--- config.mk ---
export PLATFORM = sky130hd
export DESIGN_NAME = muldiv_unit
export DESIGN_NICKNAME = d
export VERILOG_FILES = /design/src/rtl/rv32i_types.sv /design/src/rtl/muldiv_unit_if.sv /design/src/rtl/muldiv_div_iter.sv /design/src/rtl/muldiv_unit.sv
export SDC_FILE = /design/constraint.sdc
export NUM_CORES = 2
export LEC_CHECK = 0
export CAP_MARGIN = 0
export CORE_UTILIZATION = 58
export CTS_CLUSTER_DIAMETER = 80
export DETAILED_ROUTE_END_ITERATION = 7
export PLACE_DENSITY = 0.72
export SETUP_SLACK_MARGIN = 0.2
export SLEW_MARGIN = 10
export SYNTH_ARGS = -nofsm -noshare
export SYNTH_HDL_FRONTEND = slang
export SYNTH_SLANG_ARGS = --single-unit
--- constraint.sdc ---
create_clock -name clk -period 7.6 [get_ports clk]
set_input_delay 2.28 -clock clk [delete_from_list [all_inputs] [get_ports clk]]
set_output_delay 2.28 -clock clk [all_outputs]
set_load 0.02 [all_outputs]
--- src/rtl/rv32i_types.sv ---
// Shared RV32 types for the multiply/divide unit.
// Op encodings follow funct3 of the M extension.
package rv32i_types;
  localparam int ROB_W  = 5;
  localparam int PREG_W = 6;

  typedef enum logic [2:0] {
    mul_f3_mul    = 3'd0,
    mul_f3_mulh   = 3'd1,
    mul_f3_mulhsu = 3'd2,
    mul_f3_mulhu  = 3'd3,
    mul_f3_div    = 3'd4,
    mul_f3_divu   = 3'd5,
    mul_f3_rem    = 3'd6,
    mul_f3_remu   = 3'd7
  } mul_f3_t;

  typedef struct packed {
    mul_f3_t           op;
    logic [ROB_W-1:0]  rob_index;
    logic [4:0]        rd;
    logic [PREG_W-1:0] pd;
  } reservation_station_entry_t;

  typedef struct packed {
    logic [31:0]       result;
    logic [ROB_W-1:0]  rob_index;
    logic [4:0]        areg_index;
    logic [PREG_W-1:0] preg_index;
    logic              cdb_valid;
  } cdb_t;

  typedef enum logic [1:0] {
    DIV_IDLE,
    DIV_RUN,
    DIV_FIX,
    DIV_DONE
  } div_state_t;

  function automatic logic is_mul_op(input mul_f3_t op);
    return !op[2];
  endfunction
endpackage

--- src/rtl/muldiv_unit_if.sv ---
// Start/busy/done handshake between the unit
// and its iterative divider.
interface muldiv_unit_if;
  import rv32i_types::*;
  logic        start;
  mul_f3_t     op;
  logic [31:0] a;
  logic [31:0] b;
  logic        busy;
  logic        done;
  logic [31:0] result;

  modport master (
    output start, op, a, b,
    input  busy, done, result
  );
  modport slave (
    input  start, op, a, b,
    output busy, done, result
  );
endinterface

--- src/rtl/muldiv_div_iter.sv ---
// Radix-2 restoring divider, one op at a time,
// fixed 34-cycle start-to-write latency.
module muldiv_div_iter
  import rv32i_types::*;
(
  input  logic clk,
  input  logic rst_n,
  input  logic flush,
  muldiv_unit_if.slave div
);
  div_state_t  state, state_nx;
  logic [4:0]  cnt;
  logic        sgn, rem_op, neg_q, neg_r, dz, ovf;
  logic [31:0] a_raw, dvsr, q, r, res, fix;
  logic [31:0] a_mag, b_mag, diff;
  logic [32:0] r_sh;
  logic        ge;

  assign sgn = (div.op == mul_f3_div) ||
               (div.op == mul_f3_rem);
  assign a_mag = (sgn && div.a[31]) ? -div.a : div.a;
  assign b_mag = (sgn && div.b[31]) ? -div.b : div.b;

  assign r_sh = {r, q[31]};
  assign ge   = r_sh >= {1'b0, dvsr};
  assign diff = r_sh[31:0] - dvsr;

  assign div.busy   = state != DIV_IDLE;
  assign div.done   = state == DIV_DONE;
  assign div.result = res;

  always_ff @(posedge clk or negedge rst_n) begin
    if (!rst_n) begin
      state <= DIV_IDLE;
      cnt   <= '0;
    end else begin
      state <= state_nx;
      cnt   <= (state == DIV_RUN) ? cnt + 5'd1 : '0;
    end
  end

  always_comb begin
    state_nx = state;
    unique case (state)
      DIV_IDLE: if (div.start) state_nx = DIV_RUN;
      DIV_RUN:  if (cnt == 5'd31) state_nx = DIV_FIX;
      DIV_FIX:  state_nx = DIV_DONE;
      DIV_DONE: state_nx = DIV_IDLE;
      default:  state_nx = DIV_IDLE;
    endcase
    if (flush) state_nx = DIV_IDLE;
  end

  // Special cases skip the iterations but keep the slot timing.
  always_comb begin
    fix = '0;
    unique case (1'b1)
      dz:      fix = rem_op ? a_raw : '1;
      ovf:     fix = rem_op ? '0 : 32'h8000_0000;
      default: fix = rem_op ? (neg_r ? -r : r)
                            : (neg_q ? -q : q);
    endcase
  end

  always_ff @(posedge clk) begin
    if (state == DIV_IDLE) begin
      a_raw  <= div.a;
      dvsr   <= b_mag;
      q      <= a_mag;
      r      <= '0;
      rem_op <= (div.op == mul_f3_rem) ||
                (div.op == mul_f3_remu);
      neg_q  <= sgn && (div.a[31] ^ div.b[31]);
      neg_r  <= sgn && div.a[31];
      dz     <= div.b == '0;
      ovf    <= sgn && (div.a == 32'h8000_0000) &&
                (div.b == 32'hFFFF_FFFF);
    end else if (state == DIV_RUN) begin
      if (!(dz || ovf)) begin
        q <= {q[30:0], ge};
        r <= ge ? diff : r_sh[31:0];
      end
    end else if (state == DIV_FIX) begin
      res <= fix;
    end
  end
endmodule

--- src/rtl/muldiv_unit.sv ---
// RV32M execute unit: pipelined multiplier, iterative
// divider and a credit-managed result FIFO onto the CDB.
module muldiv_unit
  import rv32i_types::*;
#(
  parameter int MUL_STAGES = 4,
  parameter int OUT_DEPTH  = 4
) (
  input  logic                       clk,
  input  logic                       rst_n,
  input  logic                       issue_valid,
  output logic                       issue_ready,
  input  reservation_station_entry_t issue_entry,
  input  logic [31:0]                issue_ps1_v,
  input  logic [31:0]                issue_ps2_v,
  output logic                       cdb_valid,
  input  logic                       cdb_ready,
  output cdb_t                       cdb_out,
  input  logic                       branch_flush
);
  localparam int PW = (OUT_DEPTH > 1) ? $clog2(OUT_DEPTH) : 1;
  localparam int CW = $clog2(OUT_DEPTH + MUL_STAGES + 2);

  muldiv_unit_if dif ();

  logic                       accept, is_mul;
  logic [MUL_STAGES-1:0]      mv;
  logic [63:0]                mp [MUL_STAGES];
  reservation_station_entry_t mt [MUL_STAGES];
  reservation_station_entry_t dtag;
  logic [63:0]                ma, mb, prod;
  logic                       s1, s2;
  cdb_t                       fifo [OUT_DEPTH];
  logic [PW-1:0]              wp, rp;
  logic [CW-1:0]              count, mcnt, credits;
  logic                       mul_wr, div_wr, pop;
  cdb_t                       mul_res, div_res;

  function automatic logic [PW-1:0] adv(
    input logic [PW-1:0] p,
    input logic [1:0]    n
  );
    int s;
    s = int'(p) + int'(n);
    if (s >= OUT_DEPTH) s -= OUT_DEPTH;
    return PW'(s);
  endfunction

  assign is_mul = is_mul_op(issue_entry.op);

  always_comb begin
    mcnt = '0;
    for (int i = 0; i < MUL_STAGES; i++)
      mcnt = mcnt + CW'(mv[i]);
  end

  // Every credit is a reserved FIFO slot, so writes never overflow.
  assign credits = mcnt + CW'(dif.busy) + count;
  assign issue_ready = !branch_flush &&
                       (credits < CW'(OUT_DEPTH)) &&
                       (is_mul || !dif.busy);
  assign accept = issue_valid && issue_ready;

  assign s1 = issue_ps1_v[31] &&
              (issue_entry.op != mul_f3_mulhu);
  assign s2 = issue_ps2_v[31] &&
              ((issue_entry.op == mul_f3_mul) ||
               (issue_entry.op == mul_f3_mulh));
  assign ma   = {{32{s1}}, issue_ps1_v};
  assign mb   = {{32{s2}}, issue_ps2_v};
  assign prod = ma * mb;

  assign dif.start = accept && !is_mul;
  assign dif.op    = issue_entry.op;
  assign dif.a     = issue_ps1_v;
  assign dif.b     = issue_ps2_v;

  muldiv_div_iter u_div (
    .clk   (clk),
    .rst_n (rst_n),
    .flush (branch_flush),
    .div   (dif)
  );

  always_ff @(posedge clk or negedge rst_n) begin
    if (!rst_n)
      mv <= '0;
    else if (branch_flush)
      mv <= '0;
    else
      mv <= {mv[MUL_STAGES-2:0], accept && is_mul};
  end

  always_ff @(posedge clk) begin
    mp[0] <= prod;
    mt[0] <= issue_entry;
    for (int i = 1; i < MUL_STAGES; i++) begin
      mp[i] <= mp[i-1];
      mt[i] <= mt[i-1];
    end
    if (dif.start) dtag <= issue_entry;
  end

  always_comb begin
    mul_res            = '0;
    mul_res.result     = (mt[MUL_STAGES-1].op == mul_f3_mul)
                         ? mp[MUL_STAGES-1][31:0]
                         : mp[MUL_STAGES-1][63:32];
    mul_res.rob_index  = mt[MUL_STAGES-1].rob_index;
    mul_res.areg_index = mt[MUL_STAGES-1].rd;
    mul_res.preg_index = mt[MUL_STAGES-1].pd;
    mul_res.cdb_valid  = 1'b1;
    div_res            = '0;
    div_res.result     = dif.result;
    div_res.rob_index  = dtag.rob_index;
    div_res.areg_index = dtag.rd;
    div_res.preg_index = dtag.pd;
    div_res.cdb_valid  = 1'b1;
  end

  assign mul_wr    = mv[MUL_STAGES-1];
  assign div_wr    = dif.done;
  assign cdb_valid = count != '0;
  assign pop       = cdb_valid && cdb_ready;

  always_ff @(posedge clk or negedge rst_n) begin
    if (!rst_n) begin
      wp    <= '0;
      rp    <= '0;
      count <= '0;
    end else if (branch_flush) begin
      wp    <= '0;
      rp    <= '0;
      count <= '0;
    end else begin
      wp    <= adv(wp, {1'b0, mul_wr} + {1'b0, div_wr});
      rp    <= adv(rp, {1'b0, pop});
      count <= count + CW'(mul_wr) + CW'(div_wr)
               - CW'(pop);
    end
  end

  // Multiply takes the lower slot when both finish together.
  always_ff @(posedge clk) begin
    if (mul_wr) fifo[wp] <= mul_res;
    if (div_wr) fifo[mul_wr ? adv(wp, 2'd1) : wp] <= div_res;
  end

  always_comb begin
    cdb_out = '0;
    if (cdb_valid) begin
      cdb_out           = fifo[rp];
      cdb_out.cdb_valid = 1'b1;
    end
  end
endmodule
==> results_dict.tcl <==
set metrics [dict create \
    synth.cell_area_um2 66200 \
    timing.critical_path.required_ps 8140 \
    detailedPlace.worstSlack_ps -2790 \
    regArea_um2 18000 \
    cts_root_buffer "clkbuf_16" \
    floorplan.core_area_um2 113000 \
    dr_total_vias 49800 \
    max_incr_delay_on_cp_ps 670 \
    most_used_cell_cp "a21o_1" \
    num_rows 123 \
    yosys.area.top_type_share 0.342 \
    path_type_of_the_worst_min_delay_path "reg2reg" \
    cts_max_level 3 \
    fin_hold_ws_ps 319 \
    cts_tree "yes" \
    worst_path_dominant_cell_family "adder cells" \
    wire_per_inst_um 24.0 \
    synth-main-ff-cell "dfxtp_1" \
    area.growth.synth_to_final_pct 20.8 \
    gp_routability_congestion 1.00 \
    syn-instance-count 6464 \
    synth_area_per_cell_um2 10.2 \
    setup_repair_after_global_routing_missed_its_margin "yes" \
    drt-total-wl_um 208000 \
    post_route_cells_drive_above_1_share 0.200 \
    min_path_cells 0 \
    clock.fmax_mhz 108 \
    place_hpwl_um 157000 \
    synth-seq-cells 724 \
    filler_cell_count 7752 \
    grt_overflow_total 0 \
    critical_path_arrival_ps 9780 \
    critPathMaxFanout 6 \
    number_of_buffers_added_by_the_clock_tree_synthesis_step 72 \
    timing.final.crit_period_ps 9230 \
    cts_max_path_buffers 3 \
    global_route.usage.total 0.367 \
    violations "setup timing" \
    first_iter_violations 4606 \
    worst_slew_margin_rel 0.198 \
    critPathLaunchType "primary input" \
    antenna_violating_nets_post_route 0 \
    synth_sequential_area_ratio 0.272 \
    synth_largest_area_cell "fa_1" \
    drt-vias-per-instance 5.74 \
    grt_max_degree 109 \
    remaining_drc_errors 0 \
    max_slew.worst_pin.slew_ps 1200 \
    critical_path_cell_count 27 \
    synthDistinctLibCells 88 \
    die_width_um 340 \
    dpl-instance-area_um2 74100 \
    timing.max_cap.violations 0 \
    critical_path.slowest_cell "fa_2" \
    ff2ff_path_depth 13 \
    die_h_um 340 \
    grt_first_pass_wirelength_um 315000 \
    grt_pass1_vias 52100 \
    timing_hold_violations_final 0 \
    final_worst_setup_slack_ps -1630 \
    maxSlewViolCount 0 \
    insertion_delay_ps 650 \
    clock_sink_count 724 \
    multi_input_gate_area_um2 44100 \
    final.period_utilization 1.21 \
    async_s_r_ff_share_synth 0.0262 \
    cp-end-kind "flop" \
    top_cells_by_area_synth "fa_1 (34%), edfxtp_1 (15%), dfxtp_1 (11%), inv_1 (6.5%), ha_1 (5.1%)" \
    synth-edff-count 341 \
    fin_area_um2 80000 \
    syn-num-nets 7953 \
    clk_transition_reported_paths_ps 70 \
    start_util 0.587 \
    criticalPathCategory "in2reg" \
    setup-violations-final 50 \
    pin_count 139 \
    firstDrtPassIters 6 \
    clock_skew_ps 28.3 \
    cp.buffers_inverters 6 \
    yosys_warnings 0 \
    number_of_antenna_violations_at_the_first_check_in_global_routing 17 \
    die_footprint_um2 116000 \
    status "finished, violations left" \
    nNetsFinal 8601 \
    place.port_buffers 138 \
]
cell usage in the layout, fill, tap and decap left out, types with 18 or more instances in the layout:
cell             synthesis  final
inv_1                 1154   1110
fa_1                  1131   1085
nand2_1                891    867
buf_4                    2    625
dfxtp_1                364    364
edfxtp_1               341    341
nor2_1                 302    295
and2_1                 308    281
a21oi_1                298    264
ha_1                   270    219
xnor2_1                134    124
buf_6                    1    111
xor2_1                  90     86
clkdlybuf4s50_1          0     77
buf_12                   0     76
clkbuf_16                0     74
nor2b_1                 66     64
mux2_2                  64     64
o21ai_0                 82     62
a21o_1                  55     54
ha_4                     0     49
mux4_2                  48     48
mux2i_1                 47     47
fa_2                     0     46
inv_2                    0     40
nand3_1                 39     35
and3_1                  37     30
o31ai_1                 31     30
and2_4                   2     29
a21oi_2                  0     24
o221ai_1                22     22
nor3_1                  24     21
nand2_2                  2     20
nand4_1                 20     20
nor4_1                  20     20
buf_8                    0     18
per-layer routing:
layer / track usage / vias up / routed length (um)
li1: - / 21300 / -
met4: 0.203 / 6 / 15000
met3: 0.0974 / 724 / 23500
met1: 0.462 / 24900 / 74400
met2: 0.578 / 2799 / 95600
met5: 0 / - / 39
path summary, 6_finish.rpt:
check	startpoint	endpoint	slack [ps]
worst max-delay path	issue_entry[18]	mp[0][60]$_DFF_P_	-1630
worst min register to register	mp[1][63]$_DFF_P_	mp[2][63]$_DFF_P_	320
max in group asynchronous	rst_n	rp[0]$_DFF_PN0_	4850
min in group asynchronous	rst_n	u_div.cnt[0]$_DFF_PN0_	2130
worst min-delay path	mp[1][63]$_DFF_P_	mp[2][63]$_DFF_P_	320
worst max register to register	u_div.state[1]$_DFFE_PN0P_	u_div.state[0]$_DFFE_PN0P_	2850
per-stage QoR:
stage / setup TNS, ps / utilization / cells
after detailed placement: -111130 / 0.657 / 8385
after global routing: -62550 / 0.709 / 8671
after floorplan: -49920 / - / 6464
after CTS: -48640 / 0.704 / 8651
after global placement: -108970 / 0.657 / 8385
final: -54600 / 0.709 / 8677
sequential cells by signal, indices dropped and copies added, names as in the netlist, 4 cells and up:
| signal | count |
|---|---|
| u_div.cnt | 5 |
| count | 4 |
| mv | 4 |
| u_div.r | 32 |
| mp | 256 |
| u_div.dvsr | 32 |
| mt | 76 |
| u_div.div.result | 32 |
| div_res | 16 |
| u_div.q | 32 |
| u_div.a_raw | 32 |
| fifo | 192 |
final cells by class:
| type | count | area share |
|---|---|---|
| Multi-Input combinational cell | 4208 | 0.552 |
| Antenna cell | 7 | 0.000219 |
| Sequential cell | 724 | 0.225 |
| Tap cell | 1500 | 0.0235 |
| Clock buffer | 101 | 0.0260 |
| Clock inverter | 31 | 0.00440 |
| Timing Repair Buffer | 951 | 0.114 |
| Inverter | 1155 | 0.0544 |
cell usage after synthesis, types with 47 or more instances:
| library cell | instances |
|---|---|
| inv_1 | 1154 |
| fa_1 | 1131 |
| nand2_1 | 891 |
| dfxtp_1 | 364 |
| edfxtp_1 | 341 |
| and2_1 | 308 |
| nor2_1 | 302 |
| a21oi_1 | 298 |
| clkbuf_1 | 287 |
| ha_1 | 270 |
| xnor2_1 | 134 |
| xor2_1 | 90 |
| o21ai_0 | 82 |
| buf_1 | 81 |
| nor2b_1 | 66 |
| mux2_2 | 64 |
| a21o_1 | 55 |
| mux4_2 | 48 |
| mux2i_1 | 47 |
kinds of logic after synthesis:
family          after synthesis  share of synthesized area
flops                       724                      0.272
fa+ha+maj                  1401                      0.393
compound gates              639                     0.0602
buf+inv                    1532                     0.0872
simple gates               1785                      0.124
xor+xnor                    224                     0.0296
mux                         159                     0.0343
what timing repair did:
item	4_1_cts	5_1_grt
pin swaps	234	103
resized for setup	486	99
endpoints found under the setup margin	52	51
hold buffers	0	0
gates cloned	13	0
setup buffers	121	19
Power is left out: the tool's default activity adds up to more than one toggle a clock period on the data nets, which glitch-free logic cannot reach.
